<file path="config.mk">
export PLATFORM = sky130hd
export DESIGN_NAME = lut_neuron_sched
export DESIGN_NICKNAME = d
export VERILOG_FILES = /design/src/rtl/lut_sched_pkg.sv /design/src/rtl/lut_neuron_sched_gather.sv /design/src/rtl/lut_neuron_sched.sv
export SDC_FILE = /design/constraint.sdc
export NUM_CORES = 1
export LEC_CHECK = 0
export BUFFER_PORTS_ARGS = -buffer_cell sky130_fd_sc_hd__buf_4
export CAP_MARGIN = 20
export CORE_MARGIN = 8
export CORE_UTILIZATION = 55
export DETAILED_ROUTE_END_ITERATION = 8
export GPL_TIMING_DRIVEN = 0
export PLACE_DENSITY = 0.85
export SLEW_MARGIN = 10
export SYNTH_ARGS = -nofsm -noshare
export SYNTH_HDL_FRONTEND = slang
export SYNTH_SLANG_ARGS = --single-unit
</file>
<file path="constraint.sdc">
create_clock -name clk -period 8.45 [get_ports clk]
set_input_delay 0.4225 -clock clk [delete_from_list [all_inputs] [get_ports clk]]
set_output_delay 0.4225 -clock clk [all_outputs]
set_load 0.03 [all_outputs]
</file>
<file path="src/rtl/lut_sched_pkg.sv">
// Shared types and reset constants for the LUT neuron scheduler.
//   state_t       : scheduler FSM states
//   TT_INIT       : 64 neurons x 64-bit truth tables, neuron n at [n*64 +: 64]
//   CONN_INIT     : 64 neurons x 6 fields x 6 bits, neuron n field j at
//                   [n*36 + j*6 +: 6], value (n+j) mod 64; the scheduler keeps
//                   the low clog2(IN_W) bits, i.e. (n+j) mod IN_W
//   conn_sel_w()  : width of one connectivity field for a given IN_W
package lut_sched_pkg;

  typedef enum logic [1:0] {
    ST_IDLE = 2'd0,
    ST_EVAL = 2'd1,
    ST_OUT  = 2'd2
  } state_t;

  localparam int MAX_NEURONS  = 64;
  localparam int TT_BITS      = 64;
  localparam int CONN_FIELD   = 6;
  localparam int CONN_STRIDE  = 36;

  // Even neurons pass idx bit 0 through, odd neurons output the parity of
  // all six gathered inputs so every connectivity field matters at reset.
  localparam logic [63:0] TT_IDENT  = 64'hAAAA_AAAA_AAAA_AAAA;
  localparam logic [63:0] TT_PARITY = 64'h6996_9669_9669_6996;

  function automatic int conn_sel_w(input int in_w);
    return $clog2(in_w);
  endfunction

  function automatic logic [MAX_NEURONS*TT_BITS-1:0] build_tt();
    logic [MAX_NEURONS*TT_BITS-1:0] t;
    t = '0;
    for (int n = 0; n < MAX_NEURONS; n++)
      t[n*TT_BITS +: TT_BITS] = (n % 2 == 1) ? TT_PARITY : TT_IDENT;
    return t;
  endfunction

  function automatic logic [MAX_NEURONS*CONN_STRIDE-1:0] build_conn();
    logic [MAX_NEURONS*CONN_STRIDE-1:0] c;
    c = '0;
    for (int n = 0; n < MAX_NEURONS; n++)
      for (int j = 0; j < 6; j++)
        c[n*CONN_STRIDE + j*CONN_FIELD +: CONN_FIELD] = 6'((n + j) % 64);
    return c;
  endfunction

  localparam logic [MAX_NEURONS*TT_BITS-1:0]     TT_INIT   = build_tt();
  localparam logic [MAX_NEURONS*CONN_STRIDE-1:0] CONN_INIT = build_conn();

endpackage

</file>
<file path="src/rtl/lut_neuron_sched_gather.sv">
// lut_fanin_gather: picks FANIN bits out of the captured input vector using
// one neuron's connectivity word and packs them into the LUT index.
//   vec  : captured input vector (IN_W)
//   conn : FANIN select fields of clog2(IN_W) bits, field j at [j*SEL_W +: SEL_W]
//   idx  : LUT index, bit j = vec[field j] (field 0 is the LSB)
// A select field is clog2(IN_W) bits wide, so selects wrap modulo IN_W.
module lut_fanin_gather
  import lut_sched_pkg::*;
#(
  parameter int IN_W  = 32,
  parameter int FANIN = 6
) (
  input  logic [IN_W-1:0]                     vec,
  input  logic [FANIN*conn_sel_w(IN_W)-1:0]   conn,
  output logic [FANIN-1:0]                    idx
);
  localparam int SEL_W = conn_sel_w(IN_W);

  always_comb begin
    idx = '0;
    for (int j = 0; j < FANIN; j++)
      idx[j] = vec[conn[j*SEL_W +: SEL_W]];
  end
endmodule

</file>
<file path="src/rtl/lut_neuron_sched.sv">
// lut_neuron_sched: evaluates NUM_NEURONS LUT neurons on one input vector by
// time-multiplexing a single FANIN-input lookup, one neuron per cycle.
//   clk, rst_n                 : clock, async active-low reset
//   s_valid/s_ready/s_data     : input vector handshake
//   m_valid/m_ready/m_data     : result handshake, bit k is neuron k
//   cfg_we/cfg_sel/cfg_addr/cfg_wdata : table (sel=0) / connectivity (sel=1) write
//   busy                       : FSM not in IDLE
//   cfg_err                    : one-cycle pulse after a rejected write
// Build option: define LUT_SCHED_CFG_EN for writable tables/connectivity;
// otherwise they are the constants TT_INIT / CONN_INIT and cfg_* is ignored.
//
// state   | meaning
// IDLE    | ready for a vector
// EVAL    | evaluating neuron k, one per cycle
// OUT     | result held until m_ready
module lut_neuron_sched
  import lut_sched_pkg::*;
#(
  parameter int IN_W        = 32,
  parameter int NUM_NEURONS = 32,
  parameter int FANIN       = 6
) (
  input  logic                           clk,
  input  logic                           rst_n,
  input  logic                           s_valid,
  output logic                           s_ready,
  input  logic [IN_W-1:0]                s_data,
  output logic                           m_valid,
  input  logic                           m_ready,
  output logic [NUM_NEURONS-1:0]         m_data,
  input  logic                           cfg_we,
  input  logic                           cfg_sel,
  input  logic [$clog2(NUM_NEURONS)-1:0] cfg_addr,
  input  logic [63:0]                    cfg_wdata,
  output logic                           busy,
  output logic                           cfg_err
);
  localparam int ADDR_W = $clog2(NUM_NEURONS);
  localparam int SEL_W  = conn_sel_w(IN_W);
  localparam int CONN_W = FANIN * SEL_W;
  localparam int TT_W   = 1 << FANIN;

  function automatic logic [CONN_W-1:0] conn_reset(input int n);
    logic [CONN_W-1:0] w;
    w = '0;
    for (int j = 0; j < FANIN; j++)
      w[j*SEL_W +: SEL_W] = CONN_INIT[n*CONN_STRIDE + j*CONN_FIELD +: SEL_W];
    return w;
  endfunction

  state_t            state, state_nxt;
  logic [ADDR_W-1:0] k;
  logic [IN_W-1:0]   in_q;
  logic [TT_W-1:0]   tt   [NUM_NEURONS];
  logic [CONN_W-1:0] conn [NUM_NEURONS];
  logic [FANIN-1:0]  idx;
  logic              last_k;

  assign last_k  = (k == ADDR_W'(NUM_NEURONS - 1));
  assign s_ready = (state == ST_IDLE);
  assign m_valid = (state == ST_OUT);
  assign busy    = (state != ST_IDLE);

  always_ff @(posedge clk or negedge rst_n) begin
    if (!rst_n) state <= ST_IDLE;
    else        state <= state_nxt;
  end

  always_comb begin
    state_nxt = state;
    case (state)
      ST_IDLE: if (s_valid) state_nxt = ST_EVAL;
      ST_EVAL: if (last_k)  state_nxt = ST_OUT;
      ST_OUT:  if (m_ready) state_nxt = ST_IDLE;
      default:              state_nxt = ST_IDLE;
    endcase
  end

  lut_fanin_gather #(.IN_W(IN_W), .FANIN(FANIN)) u_gather (
    .vec  (in_q),
    .conn (conn[k]),
    .idx  (idx)
  );

  always_ff @(posedge clk or negedge rst_n) begin
    if (!rst_n) begin
      k      <= '0;
      in_q   <= '0;
      m_data <= '0;
    end else begin
      if (state == ST_IDLE && s_valid) begin
        in_q <= s_data;
        k    <= '0;
      end
      if (state == ST_EVAL) begin
        m_data[k] <= tt[k][idx];
        k         <= k + ADDR_W'(1);
      end
    end
  end

`ifdef LUT_SCHED_CFG_EN
  logic cfg_ok;
  logic cfg_bad;

  always_comb begin
    cfg_ok  = cfg_we && (state != ST_EVAL) &&
              ({1'b0, cfg_addr} < (ADDR_W+1)'(NUM_NEURONS));
    cfg_bad = cfg_we && !cfg_ok;
  end

  // m_data is a register, so a write accepted in OUT only affects later vectors.
  always_ff @(posedge clk or negedge rst_n) begin
    if (!rst_n) begin
      for (int n = 0; n < NUM_NEURONS; n++) begin
        tt[n]   <= TT_INIT[n*TT_BITS +: TT_W];
        conn[n] <= conn_reset(n);
      end
      cfg_err <= 1'b0;
    end else begin
      cfg_err <= cfg_bad;
      if (cfg_ok) begin
        if (cfg_sel) conn[cfg_addr] <= cfg_wdata[CONN_W-1:0];
        else         tt[cfg_addr]   <= cfg_wdata[TT_W-1:0];
      end
    end
  end
`else
  for (genvar n = 0; n < NUM_NEURONS; n++) begin : g_const
    assign tt[n]   = TT_INIT[n*TT_BITS +: TT_W];
    assign conn[n] = conn_reset(n);
  end

  assign cfg_err = 1'b0;

  logic cfg_unused;
  assign cfg_unused = ^{cfg_we, cfg_sel, cfg_addr, cfg_wdata};
`endif

endmodule

</file>
* Yosys cells after proc, flatten, opt, wreduce, memory -nomap -nowiden
Memories as Yosys holds them, arrays and structs flattened. Cells that the tools add are included.
Word-level totals: register bits after elaboration 71, bits in read-only memories 3008, input bits 107, output and inout port bits 36, word-level logic and storage cells 57, memories kept 2
Cells by class: add/sub/neg operators 1, $lt $le $gt $ge 10, equality and inequality tests 6, multiplexer cells 27, bitwise gates (word level) 1, reductions and logical operators 6
Memory list:
- (name not given) | words 32, width 64, read ports 1, clocked after memory_dff 0, wr ports 0, RTL line lut_neuron_sched.sv:96 | m_data[k] <= tt[k][idx];
- (name not given) | words 32, width 30, read ports 1, clocked after memory_dff 0, wr ports 0, RTL line lut_neuron_sched.sv:81 | .conn (conn[k]),
Operators by type and width (number):
- 64-bit 2-to-1 mux | 2
- 30-bit 2-to-1 mux | 2
- 5-bit by 6-bit less-than comparator with 1-bit output (second input constant) | 7
- 32-bit bitwise mux | 1
- 1-bit binary-select mux with 5-bit select | 6
- 5-bit 2-to-1 mux | 2
- 1-bit 2-to-1 mux | 8
- 6-bit by 7-bit less-than comparator with 1-bit output (second input constant) | 1
- 1-bit binary-select mux with 6-bit select | 1
- 6-bit >= comparator (second input constant) | 1
- 2-bit 2-to-1 mux | 3
- 5-bit NOT with 6-bit output | 1
- 2-bit one-hot mux with 3 select lines | 1
- 5-bit by 1-bit adder with 5-bit output (second input constant) | 1
- 1-bit demux with 5-bit select | 1
- 5-bit equality test (second input constant) | 1
- 5-bit by 1-bit >= comparator with 1-bit output (second input constant) | 1
- 2-bit inequality test (second input constant) | 2
- 2-bit nonzero test | 2
- 3-bit AND reduction | 1
- 2-bit by 1-bit equality test with 1-bit output (second input constant) | 1
- 2-bit equality test (second input constant) | 1
- 1-bit logical AND | 2
- 2-bit zero test | 1
- 2-bit by 1-bit inequality test with 1-bit output (second input constant) | 1

* Depth between registers and ports, before layout
depth in word-level cells 9, depth in mapped cells 17, depth with buffers taken out 12

* Hierarchy
Synthesis repeated with hierarchy kept, for this count alone.
Unflattened totals: cells, all modules 513, area, all modules 5382.7 um2
By module, submodules not included:
- lut_neuron_sched | instances 1, cells an instance 267, area an instance 3430.8 um2, sequential area each 1776.7 um2
- lut_fanin_gather | instances 1, cells an instance 246, area an instance 1951.9 um2, sequential area each 0.0 um2

* Worst setup path before layout
No wires, ideal clock.
path kind reg-to-reg, start register k[0], end register m_data[27], setup time 0.104 ns, arrival 4.028 ns, data required time 8.346 ns, slack 4.319 ns, cell stages (with the launch flop) 18, path buffers 6, period minus slack after synthesis 4.131 ns, cells stage by stage dfrtp_1 buf_6 buf_6 buf_4 inv_1 ha_1 buf_6 mux4_2 and3_1 a2111oi_0 nor4_1 xnor2_1 xnor3_1 xnor2_1 and3_1 buf_6 buf_4 o41ai_2
On the way: cells in the longest elaborated chain, start to end 9, elaborated cells on any way between the ends 27, classes of those cells order compare (2); mux (21); bitwise (1); reduce/logical (1); memory (2)
RTL lines:
- from (decl) | RTL line lut_neuron_sched.sv:52 | logic [ADDR_W-1:0] k;
- from (signal assigned) | RTL line lut_neuron_sched.sv:97 | k <= k + ADDR_W'(1);
- 5-bit NOT with 6-bit output (implied by the code) | RTL line lut_neuron_sched.sv:81, lut_neuron_sched.sv:96
- memory 32 x 30 bit
- 30-bit 2-to-1 mux (implied by the code) (2 in a row) | RTL line lut_neuron_sched.sv:81
- 1-bit binary-select mux with 5-bit select | RTL line lut_neuron_sched_gather.sv:22 | idx[j] = vec[conn[j*SEL_W +: SEL_W]];
- 1-bit 2-to-1 mux (implied by the code) | RTL line lut_neuron_sched_gather.sv:22
- 1-bit binary-select mux with 6-bit select | RTL line lut_neuron_sched.sv:96
- 1-bit 2-to-1 mux (implied by the code) | RTL line lut_neuron_sched.sv:96
- 32-bit bitwise mux * | RTL line lut_neuron_sched.sv:96
- to (signal, indexed assignment) | RTL line lut_neuron_sched.sv:96
- to (decl) | RTL line lut_neuron_sched.sv:30 | output logic [NUM_NEURONS-1:0] m_data,
Every way passes the cells marked *; elsewhere a longest branch is shown, timed or not. The select of a mux whose other input is x is not followed. A chain may end at the register's enable or synchronous reset.

* Worst setup path after layout
start register k[0], end register m_data[8]
Same word-level chain as after synthesis.

==> results list <==
- The smallest clock period supported by the final layout is computed as between 4 and 5 ns.
- By startpoint and endpoint, the worst setup path is classified as reg -> reg.
* Global-route usage over all layers: 0.215
- Clk_skew: between 0.015 and 0.02 ns
* Total of hold buffers inserted after clock tree synthesis: 0
- Kind of end point of the critical path: register
- The largest single stage delay on the critical path is 0.59 ns.
- The critical path crosses 17 cells after its start point.
- The worst register-to-register path begins at k[0]$_DFFE_PN0P_.
- The floorplan has 33 rows.
* Effective utilization at floorplan: 0.570
* Area added between synthesis and finish: 18.2%
- Routed wire per std cell: 21.7 um
- In the final layout, the share of cells above drive strength 1 is 0.407.
- TritonCTS built the clock tree.
* Main flop type after synthesis: dfrtp_1
- Master cell of the clock root buffer: clkbuf_8
* Largest fanout on the critical path: 10
- Clk buf depth: 2
- Pins Over Slew Limit: 0
- Wirelength, routed: roughly 12000 um
- The synthesized design spends more area on one cell type than any other, namely dfrtp_1.
- Setup repair bufs after CTS: 0
* Async set-reset flop share out of synthesis: 1.00
- GPL Wtd Cong: around 0.94
- For this run, design rule violations remaining after detail routing come to 0.
- Antenna violations before repair: 0
- Setup repair after global routing left no endpoint under its margin.
* Yosys warning count: 0
* Depth of the worst register-to-register path: 17
- The pre-antenna-repair detailed-routing pass consisted of 5 iterations.
- The number of nets in the synthesized netlist is approximately 500.
- For the final routed database, the setup TNS stands at 0 ns.
- The die is roughly 110 um wide.
- Run status: complete, no violations
* Core outline area: between 0.008 and 0.009 mm^2
* Critical Path Start: k[0]$_DFFE_PN0P_
- Die outline area: 0.0118 mm^2
* Count of final setup violators: 0
- Fill cells in the final layout number approximately 620.
- Entering global routing, the biggest net connects 72 pins.
- Post-DR vias/cell: approximately 6.7
* Kind of launch point of the worst setup path: register
- Share of the clock period used by the worst path after layout: 0.588
- Classification of the worst-slack hold path: in -> async
- Final hold violation count: 0
- The H-tree was split into 3 levels.
- For the pin with the worst max-slew slack, the measured transition is between 0.8 and 0.9 ns.
- In this run, synthesis inferred 0 flip-flops with an integrated enable.
- Congestion Overflow GR: 0
- Count of buffering cells on the critical path with inverters included: 7
- For this design, the slowest cell found on the critical path is mux4_2.
* Yosys top cell area share: 0.377
- The detail route stage leaves a number of antenna-violating nets equal to 0.
- The clock net in this run drives a total of between 70 and 80 sinks.
* Critical Path Most Common Cell: buf_6
* Number of max-cap violations: 0
* Number of design-rule violations left by the first detailed-router iteration: about 270
- Synth Area per Inst: roughly 13 um^2
* Register bit count reported by yosys: ~70
- DIE HEIGHT: between 100 and 150 um
- In the post-synthesis netlist, the biggest area contributors are dfrtp_1 (38%), mux4_2 (13%), mux2_2 (8.8%), o41ai_2 (6.2%), o21ai_0 (4.4%).
- Summing every instance area after synthesis gives approximately 0.0047 mm^2.
- Detailed placement finished with a half-perimeter wire length of 8990 um.
- For this block, the via count after detailed routing is 3776.
- In this run the count of I/O pins placed on the die edge is 143.
* Worst path cell trace: buf_6, buf_6, buf_4, inv_1, ha_1, buf_6, mux4_2, and3_1, a2111oi_0, nor4_1, xnor2_1, xnor3_1, xnor2_1, and3_1, buf_6, buf_6, o41ai_1
- Number of standard cells after synthesis: around 380
- Based on the critical path, the design can be clocked at up to just over 0.2 GHz.
- Clock-pin slew was measured on the worst setup and hold paths at ~0.090 ns.
- The number of antenna diodes in the final layout is 0.
* Number of port buffers: 70
- Sequential-to-total area share from yosys stat: 0.377
- Final Net Count: 577
* Number of gates resized after CTS: 0
* Family with the most delay on the worst path: buffers and inverters
- The first global-routing pass estimated approximately 20000 um of wire.
* WP data required: slightly below 9 ns
* Critical path data arrival time: approximately 5.2 ns
- Clock tree synthesis inserted a total of 9 buffers.
- Clock latency of the later-clocked register in the worst-skew pair: about 0.36 ns
* Via count of the first global-routing pass: approximately 3900
- Synthesis instantiated 49 different standard cells from the library.
* Remaining max-slew budget at the tightest pin: 0.411
==> cell usage in the layout (no fill, tap or decap), drive strengths merged, types with 3 or more instances in the layout <==
master,Yosys,layout
mux4,33,33
ha,13,13
nand2b,6,6
and3,9,9
o41ai,32,32
nor2,6,6
nand2,17,17
nand3,5,5
inv,9,12
mux2i,16,16
mux2,37,37
dfrtp,71,71
clkbuf,16,25
o21ai,42,42
a21oi,9,9
a2111oi,4,4
o31ai,3,3
buf,17,87
==> worst reg2reg max path: stages, from the launching register on <==
cell and delay (ns):
dfrtp_1 0.55, buf_6 0.24, buf_6 0.19, buf_4 0.23
inv_1 0.10, ha_1 0.30, buf_6 0.17, mux4_2 0.59
and3_1 0.22, a2111oi_0 0.50, nor4_1 0.13, xnor2_1 0.18
xnor3_1 0.44, xnor2_1 0.19, and3_1 0.22, buf_6 0.13
buf_6 0.14, o41ai_1 0.36
==> path summary, 6_finish.rpt <==
kind	endpoint	slack (ns)
worst min-delay path	m_data[7]$_DFFE_PN0P_	0.17
worst min register to register	m_data[1]$_DFFE_PN0P_	0.52
min in group clk	in_q[18]$_DFFE_PN0P_	0.28
max in group asynchronous	in_q[29]$_DFFE_PN0P_	7.69
worst max register to register	m_data[8]$_DFFE_PN0P_	3.48
worst max-delay path	m_data[8]$_DFFE_PN0P_	3.48
==> kinds of logic (layout without fill, tap and decap cells) <==
logic type      Yosys count  in the layout  share of synthesized area
xor+xnor                  3              3                    0.00850
flops                    71             71                      0.377
simple gates             56             56                     0.0622
compound gates          104            104                      0.179
buf+inv                  42            128                     0.0537
fa+ha+maj                13             13                     0.0345
mux                      86             86                      0.284
other cells               1              1                   0.000796
==> per-layer routing <==
layer | GRT usage | vias up | wire length, um
met1 | 0.259 | 1922 | 4910
met5 | 0 | - | 0
li1 | - | 1652 | -
met4 | 0.0860 | 0 | 344
met2 | 0.361 | 172 | 6250
met3 | 0.0571 | 30 | 798
==> synthesized netlist by cell type, drive strengths merged, types with 4 or more instances <==
| master | n |
|---|---|
| a2111oi | 4 |
| a21oi | 9 |
| and3 | 9 |
| buf | 17 |
| clkbuf | 16 |
| dfrtp | 71 |
| ha | 13 |
| inv | 9 |
| mux2 | 37 |
| mux2i | 16 |
| mux4 | 33 |
| nand2 | 17 |
| nand2b | 6 |
| nand3 | 5 |
| nor2 | 6 |
| o21ai | 42 |
| o41ai | 32 |
==> registers in the layout, indices dropped and copies added (netlist names) <==
register,flops
m_data,32
k,5
in_q,32
state,2
==> per-stage QoR <==
step | hold slack, ns | cell area (um^2) | instances | util | setup WS, ns
finish | 0.166 | 5570 | 567 | 0.674 | 3.48
global route | 0.240 | 5570 | 567 | 0.674 | 3.29
CTS | 0.208 | 5570 | 567 | 0.674 | 3.53
detailed placement | 0.498 | 5370 | 551 | 0.650 | 3.57
global placement | 0.489 | 5370 | 551 | 0.650 | 3.83
floorplan | 0.127 | 4710 | 376 | - | 4.32
==> final cells by class <==
class                           instances  area [um^2]  area share
Multi-Input combinational cell        263         2680       0.481
Clock inverter                          7         77.6      0.0139
Sequential cell                        71         1780       0.319
Clock buffer                            9          124      0.0222
Timing Repair Buffer                   70          526      0.0944
Buffer                                 33          219      0.0393
Tap cell                              105          131      0.0236
Inverter                                9         33.8     0.00607
Power is not shown: default switching activity piles up to over one toggle a cycle in this logic, so the estimate is an artifact.
